**src/rtl/hbm_read_gen_if.sv**
```systemverilog
// AXI3 read-address channel between the HBM read generator and one pseudo-channel port.
interface hbm_read_gen_if #(
  parameter int unsigned ADDR_WIDTH = 33,
  parameter int unsigned ID_WIDTH   = 6
);
  logic                  ARVALID;
  logic [ADDR_WIDTH-1:0] ARADDR;
  logic [ID_WIDTH-1:0]   ARID;
  logic [3:0]            ARLEN;
  logic [2:0]            ARSIZE;
  logic [1:0]            ARBURST;
  logic                  ARREADY;

  modport master (output ARVALID, ARADDR, ARID, ARLEN, ARSIZE, ARBURST, input ARREADY);
  modport slave  (input ARVALID, ARADDR, ARID, ARLEN, ARSIZE, ARBURST, output ARREADY);
endinterface

```
**src/rtl/hbm_read_gen.sv**
```systemverilog
// HBM read-address generator: walks B and bit-sliced A for N epochs and issues AXI3 AR bursts
// under an outstanding-read credit limit, with abort-and-drain.
module hbm_read_gen #(
  parameter int unsigned ADDR_WIDTH        = 33,
  parameter int unsigned DATA_WIDTH        = 256,
  parameter int unsigned ID_WIDTH          = 6,
  parameter int unsigned BURST_LEN         = 4,
  parameter int unsigned MAX_OUTSTANDING   = 16,
  parameter int unsigned CHAN_SHIFT        = 28,
  parameter int unsigned FEATS_PER_CHUNK   = 64,
  parameter int unsigned BITS_PER_BURST    = 2,
  parameter int unsigned SAMPLES_PER_BLOCK = 8,
  parameter int unsigned B_PERIOD          = 8,
  parameter int unsigned A_TAG             = 1,
  parameter int unsigned B_TAG             = 0
) (
  input  logic                  hbm_clk,
  input  logic                  hbm_areset,
  input  logic                  start,
  input  logic                  abort,
  input  logic [ADDR_WIDTH-1:0] addr_a,
  input  logic [ADDR_WIDTH-1:0] addr_b,
  input  logic [31:0]           number_of_epochs,
  input  logic [31:0]           number_of_samples,
  input  logic [31:0]           dimension,
  input  logic [31:0]           number_of_bits,
  input  logic [7:0]            engine_id,
  input  logic [31:0]           araddr_stride,
  hbm_read_gen_if.master        m_axi,
  input  logic                  rlast_fire,
  output logic                  busy,
  output logic                  hbm_read_done,
  output logic [7:0]            outstanding,
  output logic [31:0]           rd_addr_cnt,
  output logic [31:0]           rd_sum_cnt
);
  localparam int unsigned AW          = ADDR_WIDTH;
  localparam int unsigned CHUNK_BYTES = BURST_LEN * DATA_WIDTH / 8;

  typedef enum logic [2:0] {
    ST_IDLE, ST_SETUP, ST_EPOCH, ST_B_ISSUE, ST_A_ISSUE, ST_DRAIN, ST_DONE
  } state_t;

  state_t          state_q, state_d;
  logic            start_q;
  logic [31:0]     epochs_q, samples_q, dim_q, bits_q;
  logic [AW-1:0]   addr_a_q, addr_b_q, stride_q, base_a_q, base_b_q, blk_bytes_q;
  logic [7:0]      engine_q;
  logic [31:0]     chunks_q, blocks_q, planes_q;
  logic [31:0]     epoch_q, blk_q, chunk_q, plane_q, bp_cnt_q;
  logic [AW-1:0]   b_off_q, blk_off_q, chunk_off_q, plane_off_q;
  logic            arvalid_q;
  logic [AW-1:0]   araddr_q;
  logic [ID_WIDTH-1:0] arid_q;

  logic start_edge, hs, slot_free, credit_ok, rl_dec;
  logic plane_wrap, chunk_wrap, blk_last, bp_wrap;
  logic start_go, epoch_clr, issue_b, issue_a, enter_done;
  logic [31:0]   chunks_calc, blocks_calc, planes_calc;
  logic [AW-1:0] chan_base;

  assign start_edge = start & ~start_q;
  assign hs         = arvalid_q & m_axi.ARREADY;
  assign slot_free  = ~arvalid_q | m_axi.ARREADY;
  // The accepting handshake this cycle already consumes a credit.
  assign credit_ok  = (9'(outstanding) + 9'(hs)) < 9'(MAX_OUTSTANDING);
  assign rl_dec     = rlast_fire & (outstanding != 8'd0);
  assign plane_wrap = (plane_q + 32'd1) >= planes_q;
  assign chunk_wrap = (chunk_q + 32'd1) >= chunks_q;
  assign blk_last   = (blk_q + 32'd1) == blocks_q;
  assign bp_wrap    = (bp_cnt_q + 32'd1) == 32'(B_PERIOD);

  assign chunks_calc = (dim_q == 32'd0) ? 32'd1 : (dim_q - 32'd1) / 32'(FEATS_PER_CHUNK) + 32'd1;
  assign blocks_calc = (samples_q == 32'd0) ? 32'd0
                     : (samples_q - 32'd1) / 32'(SAMPLES_PER_BLOCK) + 32'd1;
  assign planes_calc = (bits_q / 32'(BITS_PER_BURST) == 32'd0) ? 32'd1 : bits_q / 32'(BITS_PER_BURST);
  assign chan_base   = AW'(engine_q) << CHAN_SHIFT;

  assign m_axi.ARVALID = arvalid_q;
  assign m_axi.ARADDR  = araddr_q;
  assign m_axi.ARID    = arid_q;
  assign m_axi.ARLEN   = 4'(BURST_LEN - 1);
  assign m_axi.ARSIZE  = 3'($clog2(DATA_WIDTH / 8));
  assign m_axi.ARBURST = 2'b01;

  always_ff @(posedge hbm_clk or posedge hbm_areset) begin
    if (hbm_areset) state_q <= ST_IDLE;
    else            state_q <= state_d;
  end

  // Next state and per-cycle action strobes.
  always_comb begin
    state_d    = state_q;
    start_go   = 1'b0;
    epoch_clr  = 1'b0;
    issue_b    = 1'b0;
    issue_a    = 1'b0;
    enter_done = 1'b0;
    case (state_q)
      ST_IDLE, ST_DONE: if (start_edge) begin
        start_go = 1'b1;
        state_d  = ST_SETUP;
      end
      ST_SETUP: state_d = ST_EPOCH;
      ST_EPOCH: begin
        if (abort || epoch_q == epochs_q || blocks_q == 32'd0) state_d = ST_DRAIN;
        else begin
          epoch_clr = 1'b1;
          state_d   = ST_B_ISSUE;
        end
      end
      ST_B_ISSUE: begin
        if (abort) begin
          if (slot_free) state_d = ST_DRAIN;
        end else if (slot_free && credit_ok) begin
          issue_b = 1'b1;
          state_d = ST_A_ISSUE;
        end
      end
      ST_A_ISSUE: begin
        if (abort) begin
          if (slot_free) state_d = ST_DRAIN;
        end else if (slot_free && credit_ok) begin
          issue_a = 1'b1;
          if (plane_wrap && chunk_wrap) begin
            if (blk_last)     state_d = ST_EPOCH;
            else if (bp_wrap) state_d = ST_B_ISSUE;
          end
        end
      end
      ST_DRAIN: if (!arvalid_q && outstanding == 8'd0) begin
        enter_done = 1'b1;
        state_d    = ST_DONE;
      end
      default: state_d = ST_IDLE;
    endcase
  end

  // Configuration, walk counters and incremental address offsets.
  always_ff @(posedge hbm_clk or posedge hbm_areset) begin
    if (hbm_areset) begin
      start_q <= 1'b0;
      epochs_q <= '0; samples_q <= '0; dim_q <= '0; bits_q <= '0;
      addr_a_q <= '0; addr_b_q <= '0; stride_q <= '0; engine_q <= '0;
      base_a_q <= '0; base_b_q <= '0; blk_bytes_q <= '0;
      chunks_q <= '0; blocks_q <= '0; planes_q <= '0;
      epoch_q <= '0; blk_q <= '0; chunk_q <= '0; plane_q <= '0; bp_cnt_q <= '0;
      b_off_q <= '0; blk_off_q <= '0; chunk_off_q <= '0; plane_off_q <= '0;
    end else begin
      start_q <= start;
      if (start_go) begin
        epochs_q  <= number_of_epochs;
        samples_q <= number_of_samples;
        dim_q     <= dimension;
        bits_q    <= number_of_bits;
        addr_a_q  <= addr_a;
        addr_b_q  <= addr_b;
        stride_q  <= AW'(araddr_stride);
        engine_q  <= engine_id;
      end
      if (state_q == ST_SETUP) begin
        chunks_q    <= chunks_calc;
        blocks_q    <= blocks_calc;
        planes_q    <= planes_calc;
        blk_bytes_q <= AW'(64'(chunks_calc) * 64'(CHUNK_BYTES));
        base_a_q    <= chan_base + addr_a_q;
        base_b_q    <= chan_base + addr_b_q;
        epoch_q     <= '0;
      end
      if (epoch_clr) begin
        blk_q <= '0; chunk_q <= '0; plane_q <= '0; bp_cnt_q <= '0;
        b_off_q <= '0; blk_off_q <= '0; chunk_off_q <= '0; plane_off_q <= '0;
      end
      if (issue_b) b_off_q <= b_off_q + AW'(CHUNK_BYTES);
      if (issue_a) begin
        if (!plane_wrap) begin
          plane_q     <= plane_q + 32'd1;
          plane_off_q <= plane_off_q + stride_q;
        end else begin
          plane_q     <= '0;
          plane_off_q <= '0;
          if (!chunk_wrap) begin
            chunk_q     <= chunk_q + 32'd1;
            chunk_off_q <= chunk_off_q + AW'(CHUNK_BYTES);
          end else begin
            chunk_q     <= '0;
            chunk_off_q <= '0;
            blk_q       <= blk_q + 32'd1;
            blk_off_q   <= blk_off_q + blk_bytes_q;
            bp_cnt_q    <= bp_wrap ? 32'd0 : bp_cnt_q + 32'd1;
            if (blk_last) epoch_q <= epoch_q + 32'd1;
          end
        end
      end
    end
  end

  // AR channel registers, credit counter and run status.
  always_ff @(posedge hbm_clk or posedge hbm_areset) begin
    if (hbm_areset) begin
      arvalid_q     <= 1'b0;
      araddr_q      <= '0;
      arid_q        <= '0;
      outstanding   <= '0;
      busy          <= 1'b0;
      hbm_read_done <= 1'b0;
      rd_addr_cnt   <= '0;
      rd_sum_cnt    <= '0;
    end else begin
      if (issue_b) begin
        arvalid_q <= 1'b1;
        araddr_q  <= base_b_q + b_off_q;
        arid_q    <= ID_WIDTH'(B_TAG);
      end else if (issue_a) begin
        arvalid_q <= 1'b1;
        araddr_q  <= base_a_q + blk_off_q + chunk_off_q + plane_off_q;
        arid_q    <= ID_WIDTH'(A_TAG);
      end else if (hs) begin
        arvalid_q <= 1'b0;
      end
      if (hs && !rl_dec)      outstanding <= outstanding + 8'd1;
      else if (!hs && rl_dec) outstanding <= outstanding - 8'd1;
      if (start_go) begin
        busy          <= 1'b1;
        hbm_read_done <= 1'b0;
        rd_addr_cnt   <= '0;
        rd_sum_cnt    <= '0;
      end else begin
        if (hs)   rd_addr_cnt <= rd_addr_cnt + 32'd1;
        if (busy) rd_sum_cnt  <= rd_sum_cnt + 32'd1;
        if (enter_done) begin
          busy          <= 1'b0;
          hbm_read_done <= 1'b1;
        end
      end
    end
  end
endmodule

```
**src/flat_wrapper.sv**
```systemverilog
// flat-port wrapper written by rule: the top's interface ports become plain ports
module hbm_read_gen_flat 
#(
  parameter int unsigned ADDR_WIDTH        = 33,
  parameter int unsigned DATA_WIDTH        = 256,
  parameter int unsigned ID_WIDTH          = 6,
  parameter int unsigned BURST_LEN         = 4,
  parameter int unsigned MAX_OUTSTANDING   = 16,
  parameter int unsigned CHAN_SHIFT        = 28,
  parameter int unsigned FEATS_PER_CHUNK   = 64,
  parameter int unsigned BITS_PER_BURST    = 2,
  parameter int unsigned SAMPLES_PER_BLOCK = 8,
  parameter int unsigned B_PERIOD          = 8,
  parameter int unsigned A_TAG             = 1,
  parameter int unsigned B_TAG             = 0
)
  (hbm_clk, hbm_areset, start, abort, addr_a, addr_b, number_of_epochs, number_of_samples, dimension, number_of_bits, engine_id, araddr_stride, rlast_fire, busy, hbm_read_done, outstanding, rd_addr_cnt, rd_sum_cnt, m_axi_ARVALID, m_axi_ARADDR, m_axi_ARID, m_axi_ARLEN, m_axi_ARSIZE, m_axi_ARBURST, m_axi_ARREADY);
  hbm_read_gen_if #(.ADDR_WIDTH(ADDR_WIDTH), .ID_WIDTH(ID_WIDTH)) m_axi_i ();
  input  logic hbm_clk;
  input  logic hbm_areset;
  input  logic start;
  input  logic abort;
  input  logic [ADDR_WIDTH-1:0] addr_a;
  input  logic [ADDR_WIDTH-1:0] addr_b;
  input  logic [31:0] number_of_epochs;
  input  logic [31:0] number_of_samples;
  input  logic [31:0] dimension;
  input  logic [31:0] number_of_bits;
  input  logic [7:0] engine_id;
  input  logic [31:0] araddr_stride;
  input  logic rlast_fire;
  output logic busy;
  output logic hbm_read_done;
  output logic [7:0] outstanding;
  output logic [31:0] rd_addr_cnt;
  output logic [31:0] rd_sum_cnt;
  output wire logic [$bits(m_axi_i.ARVALID)-1:0] m_axi_ARVALID;
  output wire logic [$bits(m_axi_i.ARADDR)-1:0] m_axi_ARADDR;
  output wire logic [$bits(m_axi_i.ARID)-1:0] m_axi_ARID;
  output wire logic [$bits(m_axi_i.ARLEN)-1:0] m_axi_ARLEN;
  output wire logic [$bits(m_axi_i.ARSIZE)-1:0] m_axi_ARSIZE;
  output wire logic [$bits(m_axi_i.ARBURST)-1:0] m_axi_ARBURST;
  input wire logic [$bits(m_axi_i.ARREADY)-1:0] m_axi_ARREADY;
  assign m_axi_ARVALID = m_axi_i.ARVALID;
  assign m_axi_ARADDR = m_axi_i.ARADDR;
  assign m_axi_ARID = m_axi_i.ARID;
  assign m_axi_ARLEN = m_axi_i.ARLEN;
  assign m_axi_ARSIZE = m_axi_i.ARSIZE;
  assign m_axi_ARBURST = m_axi_i.ARBURST;
  assign m_axi_i.ARREADY = m_axi_ARREADY;
  hbm_read_gen #(.ADDR_WIDTH(ADDR_WIDTH), .DATA_WIDTH(DATA_WIDTH), .ID_WIDTH(ID_WIDTH), .BURST_LEN(BURST_LEN), .MAX_OUTSTANDING(MAX_OUTSTANDING), .CHAN_SHIFT(CHAN_SHIFT), .FEATS_PER_CHUNK(FEATS_PER_CHUNK), .BITS_PER_BURST(BITS_PER_BURST), .SAMPLES_PER_BLOCK(SAMPLES_PER_BLOCK), .B_PERIOD(B_PERIOD), .A_TAG(A_TAG), .B_TAG(B_TAG)) u_core (.hbm_clk(hbm_clk), .hbm_areset(hbm_areset), .start(start), .abort(abort), .addr_a(addr_a), .addr_b(addr_b), .number_of_epochs(number_of_epochs), .number_of_samples(number_of_samples), .dimension(dimension), .number_of_bits(number_of_bits), .engine_id(engine_id), .araddr_stride(araddr_stride), .m_axi(m_axi_i), .rlast_fire(rlast_fire), .busy(busy), .hbm_read_done(hbm_read_done), .outstanding(outstanding), .rd_addr_cnt(rd_addr_cnt), .rd_sum_cnt(rd_sum_cnt));
endmodule
```
**config.mk**
```make
export PLATFORM = sky130hd
export DESIGN_NAME = hbm_read_gen_flat
export DESIGN_NICKNAME = d
export VERILOG_FILES = /design/src/rtl/hbm_read_gen_if.sv /design/src/rtl/hbm_read_gen.sv /design/src/flat_wrapper.sv
export SDC_FILE = /design/constraint.sdc
export NUM_CORES = 2
export LEC_CHECK = 0
export ABC_AREA = 1
export BUFFER_PORTS_ARGS = -buffer_cell sky130_fd_sc_hd__buf_2
export CORE_ASPECT_RATIO = 1.25
export CORE_MARGIN = 4
export CORE_UTILIZATION = 47
export CTS_CLUSTER_SIZE = 25
export DETAILED_ROUTE_END_ITERATION = 7
export PLACE_DENSITY_LB_ADDON = 0.12
export SKIP_LAST_GASP = 1
export SLEW_MARGIN = 20
export SYNTH_ARGS = -nofsm -noshare
export SYNTH_HDL_FRONTEND = slang
export SYNTH_SLANG_ARGS = --single-unit
```
**constraint.sdc**
```tcl
create_clock -name hbm_clk -period 49.3 [get_ports hbm_clk]
set_input_delay 2.465 -clock hbm_clk [delete_from_list [all_inputs] [get_ports hbm_clk]]
set_output_delay 2.465 -clock hbm_clk [all_outputs]
set_load 0.005 [all_outputs]
```
== After elaboration in Yosys (flattened, before gate mapping) ==
Index checks and enable logic that the tools add are counted.

* Output and inout port bits: 123
* Word-level logic and storage cells: 183
* Bits of input ports: 240
* Bits in registers: 829

* $add $sub $neg: 24
* Equality and inequality tests: 15
* Reduce and logical (&&, ||, !) cells: 27
* Bitwise gates (word level): 6
* Order comparisons: 3
* Muxes and demuxes: 75

{| class="wikitable"
|+ Operators by type and width
! operator !! number
|-
| two-way mux 32 bit || 27
|-
| two-way mux 33 bit || 14
|-
| adder 33 bit || 7
|-
| adder 32 x 1 -> 32 bit, second input constant || 7
|-
| zero test 32 bit || 4
|-
| adder 33 x 8 -> 33 bit, second input constant || 2
|-
| == test 32 bit || 2
|-
| greater-or-equal comparator 32 bit || 2
|-
| subtractor 32 x 1 -> 32 bit, second input constant || 2
|-
| adder 33 x 32 -> 33 bit || 1
|-
| two-way mux 3 bit || 11
|-
| == test 32 x 4 -> 1 bit, second input constant || 1
|-
| two-way mux 31 bit || 1
|-
| adder 29 x 1 -> 30 bit, second input constant || 1
|-
| adder 26 x 1 -> 27 bit, second input constant || 1
|-
| one-hot mux 3 bit (6 select lines) || 1
|-
| two-way mux 1 bit || 17
|-
| two-way mux 8 bit || 2
|-
| nonzero test 2 bit || 7
|-
| two-way mux 6 bit || 2
|-
| adder 8 x 1 -> 9 bit || 1
|-
| == test 3 bit, second input constant || 3
|-
| less-than comparator 9 x 5 -> 1 bit, second input constant || 1
|-
| != test 3 x 2 -> 1 bit, second input constant || 3
|-
| 18 further kinds || 30
|}

== Logic depth before layout (Yosys ltp) ==
* Word-level depth: 9
* Gate-level depth with buffers: 28
* Mapped depth without buffers: 27

== Worst setup path after synthesis ==
No wires, ideal clock.

* Path type: input port to flip-flop
* From: input port m_axi_ARREADY
* To: register u_core.outstanding[7]
* Slack: 44.542 ns
* Buffers on the path: 1
* Stages on the path: 17
* Data arrival time: 4.627 ns
* Required time: 49.169 ns
* Library setup time: 0.131 ns
* Cell sequence: nand2_1 inv_1 clkbuf_1 ha_1 inv_1 ha_1 nand2_1 nand2_1 o21ai_0 nand2_1 a21oi_1 nor2_1 nor2_1 o21bai_1 a21oi_1 o21ai_0 xor2_1

* Longest elaborated chain between the ends: 4
* Elaborated cells on any way between the ends: 6
* Classes of those cells: mux: 1; bitwise: 1; reduce/logical: 4

{| class="wikitable"
|+ RTL lines
! element !! line !! text
|-
| from (decl) || flat_wrapper.sv:43 || <nowiki>input wire logic [$bits(m_axi_i.ARREADY)-1:0] m_axi_ARREADY;</nowiki>
|-
| AND 1 bit (*) || hbm_read_gen.sv:63 || <nowiki>assign hs = arvalid_q & m_axi.ARREADY;</nowiki>
|-
| zero test 1 bit || hbm_read_gen.sv:222 || <nowiki>else if (!hs && rl_dec) outstanding <= outstanding - 8'd1;</nowiki>
|-
| logical AND 1 bit || hbm_read_gen.sv:222 ||
|-
| nonzero test 2 bit (no source line) || - ||
|-
| to (signal assigned) || hbm_read_gen.sv:221 || <nowiki>if (hs && !rl_dec) outstanding <= outstanding + 8'd1;</nowiki>
|-
| to (signal assigned) || hbm_read_gen.sv:222 ||
|-
| to (decl) || hbm_read_gen.sv:33 || <nowiki>output logic [7:0] outstanding,</nowiki>
|}

Mark *: on every way between the ends. The rest lies on a longest branch, timed or not.
A chain may end at the register's enable or synchronous reset.

== Worst setup path in the final report ==
* From: register u_core.plane_q[0]
* To: register u_core.blk_off_q[21]

* Longest elaborated chain between the ends: 4

{| class="wikitable"
|+ RTL lines
! element !! line !! text
|-
| from (decl) || hbm_read_gen.sv:50 || <nowiki>logic [31:0] epoch_q, blk_q, chunk_q, plane_q, bp_cnt_q;</nowiki>
|-
| from (signal assigned) || hbm_read_gen.sv:177 || <nowiki>plane_q <= plane_q + 32'd1;</nowiki>
|-
| adder 32 x 1 -> 32 bit || hbm_read_gen.sv:68 || <nowiki>assign plane_wrap = (plane_q + 32'd1) >= planes_q;</nowiki>
|-
| greater-or-equal comparator 32 bit || hbm_read_gen.sv:68 ||
|-
| two-way mux 33 bit || hbm_read_gen.sv:176 || <nowiki>if (!plane_wrap) begin</nowiki>
|-
| two-way mux 33 bit || hbm_read_gen.sv:175 || <nowiki>if (issue_a) begin</nowiki>
|-
| to (signal assigned) || hbm_read_gen.sv:189 || <nowiki>blk_off_q <= blk_off_q + blk_bytes_q;</nowiki>
|-
| to (decl) || hbm_read_gen.sv:51 || <nowiki>logic [AW-1:0] b_off_q, blk_off_q, chunk_off_q, plane_off_q;</nowiki>
|}

No other way between the ends.

==> implementation parameters <==
Parameter                              Value

Synthesis
  Yosys reg bits    782
  Predominant post-synthesis flop cell    dfrtp_1
  Average instance area after synthesis    about 7.3 um^2
  Portion of the post-synthesis area used by sequential elements    0.398
  Number of cells produced by synthesis    around 6.7k
  Fraction of registers with async set or reset after synthesis    1.00
  Proportion of netlist area held by the largest area contributor    0.398
  Commonest cells in the netlist    nand2_1 (1,963), inv_1 (893), dfrtp_1 (782)
  Area leader, netlist    dfrtp_1
  Largest cells by area after synthesis    dfrtp_1 (40%), nand2_1 (15%), inv_1 (6.8%)
  Number of warnings printed during yosys synthesis    0
  Number of distinct library cells after synthesis    60
  Number of synthesized flops with an enable pin    0
  Count leader, synth    nand2_1
  Post-synthesis instance area    just under 50,000 um^2

Critical path
  Slack of the worst reg-to-reg path    43.24 ns
  Data required time of the critical path    roughly 50 ns
  CP Cell Sequence    ha_1 > nand2_1 > nor2_1 > inv_1 > nor4_1 > nand3_1 > nor2_1 > nand2_1 > nor3_1 > xor2_1 > inv_1 > ha_1 > nand3_1 > nand3b_1 > nor2_1 > nand2_1 > nand2_2 > nand3_2 > buf_4 > nand2_2 > buf_4 > inv_2 > nand2_1 > o21ai_0
  Reg-to-Reg Start    u_core.plane_q[0]
  Startpoint Class    flip-flop
  Highest net fanout along the worst path    69
  Register-to-Register Path Depth    24
  Delay of the slowest cell on the worst path    between 0.6 and 0.7 ns
  Critical path's slowest cell    buf_4
  Combined buffer and inverter count along the critical path    5
  Data arrival at the endpoint of the critical path    between 6 and 7 ns
  Cell class contributing the biggest share of worst-path delay    simple AND/OR/NAND/NOR gates
  Worst reg2reg endpoint    u_core.blk_off_q[21]
  Most frequent CP cell    nand2_1
  Category of the most critical setup path    reg -> reg
  Kind of end point of the critical path    flip-flop

Power and ir drop
  Leakage power summed over all cells    27.5 nW
  Total internal power    between 0.0015 and 0.002 W
  Pwr/cell area    between 50 and 60 nW/um^2
  Comb power frac    0.422
  Part of the total power dissipated in the clock network    0.233
  Maximum ir drop on the vdd rail    0.0322 mV
  Total power    around 0.0030 W
  Reg power frac    0.345
  Sw power    0.00130 W
  Share of total power consumed by net switching    0.433

Global routing
  Remaining Overflow, GRT    0
  Busiest metal layer after global routing    met2
  M3 GR Usage    0.0387
  Gr usage total    0.264
  Vias in the first global route    43.7k
  Global-route wire length before repair    234,000 um
  GRT met2 Usage    0.458
  Pin count of the biggest net entering global routing    109
  GR Util met1    0.337
  Antenna violations before repair    10

Floorplanning
  DIE AREA    110,000 um^2
  Initial core utilization    0.474
  Die Height    370 um
  Count of standard-cell rows    between 100 and 150
  Overall die width    297 um
  Core area    104,000 um^2
  Number of ports placed on the die boundary    363

Min path
  Hold Path Origin    u_core.blk_off_q[4]
  Hold depth    2
  WHS Endpoint    u_core.blk_off_q[4]
  Path category of the worst min-delay check    reg -> reg

Timing
  Max Clk Rate    165 MHz
  Pins over their slew limit    0
  Crit path setup slack, layout    43.24 ns
  Actual transition at the worst max-transition pin    1.04 ns
  Accumulated negative setup slack    0 ns
  Post-Route Hold Slack    roughly 0.47 ns
  # setup viols final    0
  Rel. slew slack    0.306
  Final clock period utilization by the worst path    0.123
  Setup Skew    0.0336 ns
  Minimum clock period after layout    ~6 ns
  Number of hold-slack violations in the final timing report    0
  Unrepaired setup endpoints after global routing    no

Cells and area
  Count of fill cells added during filler insertion    10.2k
  Share of cells above drive strength 1    0.0846
  Final instance count without filler cells    8,435
  P&R area growth vs syn    12.1%
  Post-layout nets    7,525

Place
  Post-DP HPWL    113,000 um
  Number of buffers added on ports    roughly 340
  Placer congestion estimate    0.950
  Worst-case setup slack after placement    42.88 ns
  Inst Count DP    approximately 8.3k

CTS
  TritonCTS sink count    782
  Maximum clock insertion buffer count    3
  Clock latency on the worst-skew pair    0.71 ns
  Number of post-CTS setup repair buffers    0
  Clock Root Buffer    clkbuf_16
  CTS tree    done
  Num CTS Buffers    87
  H-tree Lvls    3
  Clock Pin Slew Worst Setup and Hold Paths    approximately 0.060 ns
  Post-cts sizing count    0
  Total of hold buffers inserted after clock tree synthesis    0

Detailed routing
  Via count    44.4k
  First DRT Iteration DRCs    a little over 3k
  Vias per cell    5.26
  First-pass iteration count of the detailed router    6
  DRC violation count after routing    0
  Routed wire length per instance    17.5 um
  Routed Antenna Nets    0
  Wirelength, routed    147,000 um

Run status
  Result of the run    complete, no violations

Run
  Max-cap viol count    0
[power by group through the flow]
stage / clock network, W / registers, W / logic (W)
after floorplan: 0 / 0.000976 / 0.000928
after global placement: 0 / 0.00104 / 0.00124
after detailed placement: 0 / 0.00104 / 0.00126
after CTS: 0.000712 / 0.00103 / 0.00127
after global routing: 0.000738 / 0.00106 / 0.00145
final: 0.000697 / 0.00103 / 0.00126
[metal layers]
layer,up-vias,share of wire,wire (um)
met5,-,0.00044,65
met4,10,0.036,5290
met1,20900,0.43,63100
li1,22200,-,-
met2,1069,0.48,71000
met3,239,0.053,7860
[placed cells by master, fill, tap and decap left out, types with 16 or more instances in the layout]
master     netlist  layout
nand3b_1        22      22
o21ai_0        503     503
a21oi_1        281     281
dfrtp_1        782     782
nor3_1         116     115
xnor2_1         75      75
o21a_1          17      17
nor2_1         656     654
buf_4           21      30
clkbuf_1       118      19
o21ai_1         40      40
xor2_1         144     144
ha_1           198     198
a21o_1          19      19
inv_1          893     892
o21bai_1        16      16
nand3_1        319     319
fa_1            69      69
clkbuf_16        0      88
nand2_1       1963    1961
buf_2           23     344
o22ai_1        106     106
a31oi_1         25      25
clkbuf_8         0      19
nor4_1          28      28
nand4_1        103     103
[worst min-delay path: cells and delay by family (launching register included)]
family	cells	cell delay, ns
DFF	1	0.35
and+or+nand+nor	1	0.05
buffers and inverters	1	0.04
[sequential cells by signal (all words and copies together) (netlist names), 33 cells and up]
| register | count |
|---|---|
| u_core.chunk_off_q | 33 |
| u_core.addr_b_q | 33 |
| u_core.base_b_q | 33 |
| u_core.addr_a_q | 33 |
| u_core.blk_off_q | 33 |
| u_core.base_a_q | 33 |
| u_core.m_axi.ARADDR | 33 |
| u_core.plane_off_q | 33 |
[layout make-up]
class / count / area (um^2) / area share
multi-input cells: 4864 / 25400 / 0.461
well taps: 1340 / 1680 / 0.0304
repair buffers: 374 / 1950 / 0.0353
diodes: 4 / 10.0 / 0.000182
flip-flops and latches: 782 / 19600 / 0.355
clock buffers: 126 / 2530 / 0.0460
inverters: 909 / 3430 / 0.0622
clock inverters: 36 / 529 / 0.00960
[worst max-delay path by stage]
| stage | startpoint | endpoint | slack, ns | cells past startpoint |
|---|---|---|---|---|
| 5_1_grt | u_core.plane_q[0] | u_core.blk_off_q[21] | 42.71 | 24 |
| 4_1_cts | u_core.plane_q[0] | u_core.blk_off_q[21] | 43.27 | 24 |
| 2_1_floorplan | hbm_areset | u_core.addr_a_q[0] | 24.88 | 1 |
| 3_3_place_gp | m_axi_ARREADY | u_core.blk_off_q[20] | 42.94 | 15 |
| 6_report | u_core.plane_q[0] | u_core.blk_off_q[21] | 43.24 | 24 |
| 3_5_place_dp | m_axi_ARREADY | u_core.blk_q[1] | 42.88 | 15 |
[through the flow]
| stage | utilization | cell area [um^2] |
|---|---|---|
| final | 0.531 | 55100 |
| after global routing | 0.531 | 55100 |
| after CTS | 0.531 | 55100 |
| after detailed placement | 0.502 | 52000 |
| after global placement | 0.502 | 52000 |
| after floorplan | - | 49200 |
[kinds of logic (layout without fill, tap and decap cells)]
group,count (synthesis),in the layout,synth area share
flops,782,782,0.398
simple gates,3277,3277,0.275
compound gates,1087,1087,0.123
buf+inv,1086,1445,0.0862
xor+xnor,219,219,0.0390
fa+ha+maj,267,267,0.0785
other cells,2,18,0.000153
(Power assumes the default switching activity.)
